$ cat src/rtl/rle_run_encoder.sv
// rle_run_encoder: turns one raster-order frame of pixels into run-length
// records {start index, end index, color}. A run ends on a color change or at
// the final pixel of the frame. The output is a single record register with
// backpressure, and a record can be handed off and reloaded in the same cycle.
//
// Handshake: a transfer happens on a rising edge where valid && ready are both
// high. valid never depends on ready. While valid is high and ready is low,
// the payload holds steady. valid only drops after a transfer, or on reset.
module rle_run_encoder #(
    parameter int IMG_WIDTH  = 584,
    parameter int IMG_HEIGHT = 167,
    parameter int COLOR_W    = 12,
    parameter int IDX_W      = 17
) (
    input  logic               clk,
    input  logic               reset,
    input  logic               pixel_valid,
    input  logic [COLOR_W-1:0] pixel_color,
    output logic               pixel_ready,
    output logic               run_valid,
    input  logic               run_ready,
    output logic [IDX_W-1:0]   run_start,
    output logic [IDX_W-1:0]   run_end,
    output logic [COLOR_W-1:0] run_color,
    output logic               run_last,
    output logic [IDX_W-1:0]   run_count,
    output logic               frame_done
);

    localparam int TOTAL = IMG_WIDTH * IMG_HEIGHT;
    localparam logic [IDX_W-1:0] LAST_IDX = IDX_W'(TOTAL - 1);

    typedef enum logic [1:0] {
        S_IDLE  = 2'd0,
        S_ACCUM = 2'd1,
        S_FLUSH = 2'd2,
        S_DRAIN = 2'd3
    } state_t;

    state_t state_q, state_d;

    logic [IDX_W-1:0]   idx_q, idx_d;
    logic [IDX_W-1:0]   cur_start_q, cur_start_d;
    logic [COLOR_W-1:0] cur_color_q, cur_color_d;
    logic               run_valid_q, run_valid_d;
    logic [IDX_W-1:0]   run_start_q, run_start_d;
    logic [IDX_W-1:0]   run_end_q, run_end_d;
    logic [COLOR_W-1:0] run_color_q, run_color_d;
    logic               run_last_q, run_last_d;
    logic [IDX_W-1:0]   run_count_q, run_count_d;
    logic               frame_done_q, frame_done_d;

    logic slot_free;
    logic handoff;
    logic accept;
    logic is_last;
    logic same_color;

    // The output slot can take a new record when empty or when its current one leaves this cycle.
    always_comb begin
        slot_free  = !run_valid_q || run_ready;
        handoff    = run_valid_q && run_ready;
        is_last    = (idx_q == LAST_IDX);
        same_color = (pixel_color == cur_color_q);
        pixel_ready = 1'b0;
        if (!reset) begin
            case (state_q)
                S_IDLE:  pixel_ready = 1'b1;
                S_ACCUM: pixel_ready = slot_free;
                default: pixel_ready = 1'b0;
            endcase
        end
        accept = pixel_valid && pixel_ready;
    end

    // State register.
    always_ff @(posedge clk) begin
        if (reset) begin
            state_q <= S_IDLE;
        end else begin
            state_q <= state_d;
        end
    end

    // Next-state logic: IDLE -> ACCUM on the first pixel, ACCUM -> FLUSH on the last pixel,
    // FLUSH -> DRAIN once the final record is loaded, DRAIN -> IDLE once it is taken.
    always_comb begin
        state_d = state_q;
        case (state_q)
            S_IDLE:  if (accept) state_d = S_ACCUM;
            S_ACCUM: if (accept && is_last) state_d = S_FLUSH;
            S_FLUSH: if (slot_free) state_d = S_DRAIN;
            S_DRAIN: if (handoff) state_d = S_IDLE;
            default: state_d = S_IDLE;
        endcase
    end

    // Datapath next values: run tracking, output record loads, handoff bookkeeping.
    always_comb begin
        idx_d        = idx_q;
        cur_start_d  = cur_start_q;
        cur_color_d  = cur_color_q;
        run_valid_d  = run_valid_q;
        run_start_d  = run_start_q;
        run_end_d    = run_end_q;
        run_color_d  = run_color_q;
        run_last_d   = run_last_q;
        run_count_d  = run_count_q;
        frame_done_d = (state_q == S_DRAIN) && handoff;

        // A departing record empties the slot; a load below may refill it in the same cycle.
        if (handoff) begin
            run_valid_d = 1'b0;
            run_count_d = run_count_q + IDX_W'(1);
        end

        case (state_q)
            S_IDLE: begin
                if (accept) begin
                    cur_color_d = pixel_color;
                    cur_start_d = '0;
                    idx_d       = IDX_W'(1);
                    run_count_d = '0;
                end
            end
            S_ACCUM: begin
                if (accept) begin
                    if (!same_color) begin
                        // Close the previous run at idx-1 and open a new one at idx.
                        run_valid_d = 1'b1;
                        run_start_d = cur_start_q;
                        run_end_d   = idx_q - IDX_W'(1);
                        run_color_d = cur_color_q;
                        run_last_d  = 1'b0;
                        cur_start_d = idx_q;
                        cur_color_d = pixel_color;
                    end
                    if (!is_last) begin
                        idx_d = idx_q + IDX_W'(1);
                    end
                end
            end
            S_FLUSH: begin
                if (slot_free) begin
                    run_valid_d = 1'b1;
                    run_start_d = cur_start_q;
                    run_end_d   = LAST_IDX;
                    run_color_d = cur_color_q;
                    run_last_d  = 1'b1;
                end
            end
            default: begin
            end
        endcase
    end

    // Datapath registers.
    always_ff @(posedge clk) begin
        if (reset) begin
            idx_q        <= '0;
            cur_start_q  <= '0;
            cur_color_q  <= '0;
            run_valid_q  <= 1'b0;
            run_start_q  <= '0;
            run_end_q    <= '0;
            run_color_q  <= '0;
            run_last_q   <= 1'b0;
            run_count_q  <= '0;
            frame_done_q <= 1'b0;
        end else begin
            idx_q        <= idx_d;
            cur_start_q  <= cur_start_d;
            cur_color_q  <= cur_color_d;
            run_valid_q  <= run_valid_d;
            run_start_q  <= run_start_d;
            run_end_q    <= run_end_d;
            run_color_q  <= run_color_d;
            run_last_q   <= run_last_d;
            run_count_q  <= run_count_d;
            frame_done_q <= frame_done_d;
        end
    end

    assign run_valid  = run_valid_q;
    assign run_start  = run_start_q;
    assign run_end    = run_end_q;
    assign run_color  = run_color_q;
    assign run_last   = run_last_q;
    assign run_count  = run_count_q;
    assign frame_done = frame_done_q;

endmodule
$ cat config.mk
export PLATFORM = sky130hd
export DESIGN_NAME = rle_run_encoder
export DESIGN_NICKNAME = d
export VERILOG_FILES = /design/src/rtl/rle_run_encoder.sv
export SDC_FILE = /design/constraint.sdc
export NUM_CORES = 1
export LEC_CHECK = 0
export ABC_AREA = 1
export ABC_CLOCK_PERIOD_IN_PS = 1790
export BUFFER_PORTS_ARGS = -buffer_cell sky130_fd_sc_hd__buf_2
export CAP_MARGIN = 40
export CORE_MARGIN = 1.5
export CORE_UTILIZATION = 40
export CTS_BUF_LIST = sky130_fd_sc_hd__clkbuf_4 sky130_fd_sc_hd__clkbuf_8 sky130_fd_sc_hd__clkbuf_16
export CTS_CLUSTER_DIAMETER = 120
export DETAILED_ROUTE_END_ITERATION = 8
export GPL_TIMING_DRIVEN = 0
export PLACE_DENSITY = 0.64
export SYNTH_ARGS = -nofsm -noshare
export SYNTH_HDL_FRONTEND = slang
export SYNTH_SLANG_ARGS = --single-unit
$ cat constraint.sdc
create_clock -name clk -period 1.79 [get_ports clk]
set_clock_uncertainty 0.1 [all_clocks]
set_input_delay 0.2685 -clock clk [delete_from_list [all_inputs] [get_ports clk]]
set_output_delay 0.2685 -clock clk [all_outputs]
set_load 0.1 [all_outputs]
==> results.yml <==
sta:
  drv_slew: 0
  worstMarginPinSlew_ns: 0.6885
  max_freq_mhz: 514.6
  hold_viol_final: 0
  fin_ws_ns: -0.1532
  tns_ns: -8.069
  setup_violations: 91
  rsz0062_at_grt: "true"
  whs_ns: 0.01133
  max_slew_margin: 0.5410
  period_share: 1.086
  min_period_ns: 1.943
yosys:
  yosysUniqueCellTypes: 33
  ys.flop_type: "dfxtp_1"
  synth.area.mux_share: 0
  netlist_instances: 824
  synth-simple-area-share: 0.3370
  synthAdderAreaFrac: 0.01552
  avgSynthCellArea_um2: 6.850
  synth_warnings: 0
  synth_compound_area_frac: 0.1093
  syn_area_um2: 5644
  synth_top_family_by_area: "simple AND/OR/NAND/NOR gates"
  synth-xor-area-share: 0.04500
  yosysSeqAreaShare: 0.4043
  yosys_register_bits: 114
  async_reset_ff_frac: 0
  syn-num-nets: 847
  synth_edf_count: 0
grt:
  grt_pass1_wl_um: 26070
  overflow: 0
  grt_max_degree: 17
  grt_pass1_vias: 5338
  antenna_found_initial: 0
  globalRouteTotalUtil: 0.2276
outcome:
  violations: "setup timing"
  status: "finished, violations left"
layout:
  multiInputGateArea_um2: 3488
  syn2layout_area_growth_pct: 51.34
  drive_gt1_frac: 0.3740
  fill_cells: 1180
  layout_commonest_cell: "nand2_1"
  final_area_um2: 8542
  antenna_cells: 0
  fin_nets: 1002
  final_cell_mix: "171 x nand2_1, 116 x nor2_1, 82 x buf_2, 82 x dfxtp_1, 56 x inv_1"
  final-seq-area_um2: 2350
critical_path:
  path_class: "register to register"
  worstRegToRegCells: 11
  cp_slowest_stage_delay_ns: 0.35
  endpoint_kind: "register"
  critPathSlowestCell: "dfxtp_2"
  timing.rr.start: "state_q[1]$_SDFFE_PP0P_"
  path_cells: "inv_4 -> ha_4 -> buf_4 -> buf_6 -> a21boi_4 -> buf_12 -> buf_8 -> clkbuf_16 -> nand3b_1 -> nand2_1 -> nor2_1"
  critPathMaxFanout: 7
  required_ns: 2.02
  worst_setup_path_start_kind: "register"
  r2r_slack_ns: -0.15
  crit_arrival_ns: 2.17
  r2r_end: "run_color[7]$_SDFFE_PP0P_"
hold_path:
  hp-class: "input port to register"
  hold_end: "cur_color_q[4]$_SDFFE_PP0P_"
  hold_start: "pixel_color[4]"
  hold_depth: 3
detailed_routing:
  first_pass_iters: 5
  drt_iter0_drc: 461
  via_per_inst: 5.163
  wirelength_um: 18050
  post_drt_wl_per_cell_um: 15.40
  vias: 6051
  antenna_left: 0
  drc: 0
clock_network:
  path_clk_slew_ns: 0.06
  cts_root_buffer: "clkbuf_16"
  cts.path.max_buffers: 2
  htree_levels: 4
  clk_latency_ns: 0.43
  cts_tree: "done"
  cts_made_buffers: 17
  clkSinkCount: 114
pwr:
  p_leak_nw: 3.808
  power_density_nw_per_um2: 2013
  ir_worst_vdd_mv: 0.8924
placement:
  post-place-ws_ns: -0.3260
  place_area_um2: 6399
  io_buffers: 81
  dp.final_hpwl_um: 10990
  gp_congestion: 0.9593
die:
  initial_core_util: 0.4082
  row_count: 43
  die_w_um: 121.8
  die_area_um2: 14830
  die_h_um: 121.8
  fp.coreArea_um2: 13830
  io_pins: 83
run:
  max-cap-violations: 0
## worst max-delay path, delay by kind of cell, from the launching register on
kind,cells,cell delay (ns)
flip-flops,1,0.35
adder cells (fa/ha/maj),1,0.17
buffers and inverters,6,0.80
AND/OR/NAND/NOR,3,0.19
AO/OA/AOI/OAI,1,0.22
## routing by layer
metal	GRT usage	wire (µm)
met1	0.2799	7479
met2	0.3880	8985
met3	0.04541	1046
met4	0.09412	542
met5	0	0
## through the flow
stage / utilization / cells / power [mW]
floorplan: - / 824 / 9.827
global placement: 0.4628 / 1085 / 11.11
detailed placement: 0.4628 / 1085 / 11.14
CTS: 0.5545 / 1142 / 15.68
global route: 0.6178 / 1172 / 18.01
finish: 0.6178 / 1172 / 17.20
## worst max-delay path by stage
stage | depth (start not counted) | end | from | slack [ns]
2_1_floorplan | 9 | run_count[14]$_SDFF_PP0_ | run_count[0]$_SDFF_PP0_ | -0.06
3_3_place_gp | 6 | pixel_ready | reset | -0.33
3_5_place_dp | 6 | pixel_ready | reset | -0.33
4_1_cts | 7 | pixel_ready | state_q[0]$_SDFFE_PP0P_ | -0.11
5_1_grt | 13 | cur_color_q[3]$_SDFFE_PP0P_ | state_q[0]$_SDFFE_PP0P_ | -0.24
6_report | 11 | run_color[7]$_SDFFE_PP0P_ | state_q[1]$_SDFFE_PP0P_ | -0.15
## cells in the mapped netlist, types with 9 or more instances
master / n / area share
nor2_1: 140 / 0.093
dfxtp_1: 114 / 0.40
buf_2: 20 / 0.018
nand3_1: 39 / 0.035
nand3b_1: 24 / 0.032
xnor2_1: 14 / 0.022
o21ai_0: 29 / 0.026
nand2_1: 197 / 0.13
inv_1: 63 / 0.042
clkbuf_1: 9 / 0.0060
nand4_1: 12 / 0.013
xor2_1: 15 / 0.023
a21oi_1: 86 / 0.076
nor3_1: 14 / 0.012
## timing repair
item                                   in CTS  in global routing
gates cloned                                6                  9
pin swaps                                  36                 53
setup buffers                              19                 21
setup endpoints to repair                 106                107
hold buffers                                3                  0
endpoints found under the hold margin       3                  0
gates resized for setup                   141                147
## flip-flops by register name, summed over array words and instances (netlist names)
register     flops
frame_done       1
cur_start_q     17
run_start       17
idx_q           17
cur_color_q     12
run_last         1
state_q          2
run_valid        1
run_count       17
run_end         17
run_color       12
## kinds of logic after synthesis
family	after synthesis
AO/OA/AOI/OAI	119
XOR/XNOR	29
adder cells (fa/ha/maj)	7
buffers and inverters	115
flip-flops	114
AND/OR/NAND/NOR	440
## where the power goes
group	leakage (nW)	total (mW)	switching [mW]	internal [mW]
clock	0.273	3.31	1.32	2.00
sequential	0.950	3.56	0.382	3.18
combinational	2.59	10.3	6.95	3.37
total	3.81	17.2	8.65	8.55
## layout make-up
class	count	area share
multi-input combinational	595	0.4084
sequential	114	0.2751
timing repair buffer	138	0.1359
clock buffer	19	0.05302
buffer	42	0.05097
inverter	70	0.03472
tap	180	0.02637
clock inverter	13	0.01479
timing repair inverter	1	0.0007324
Power figures use the tool's default switching activity.
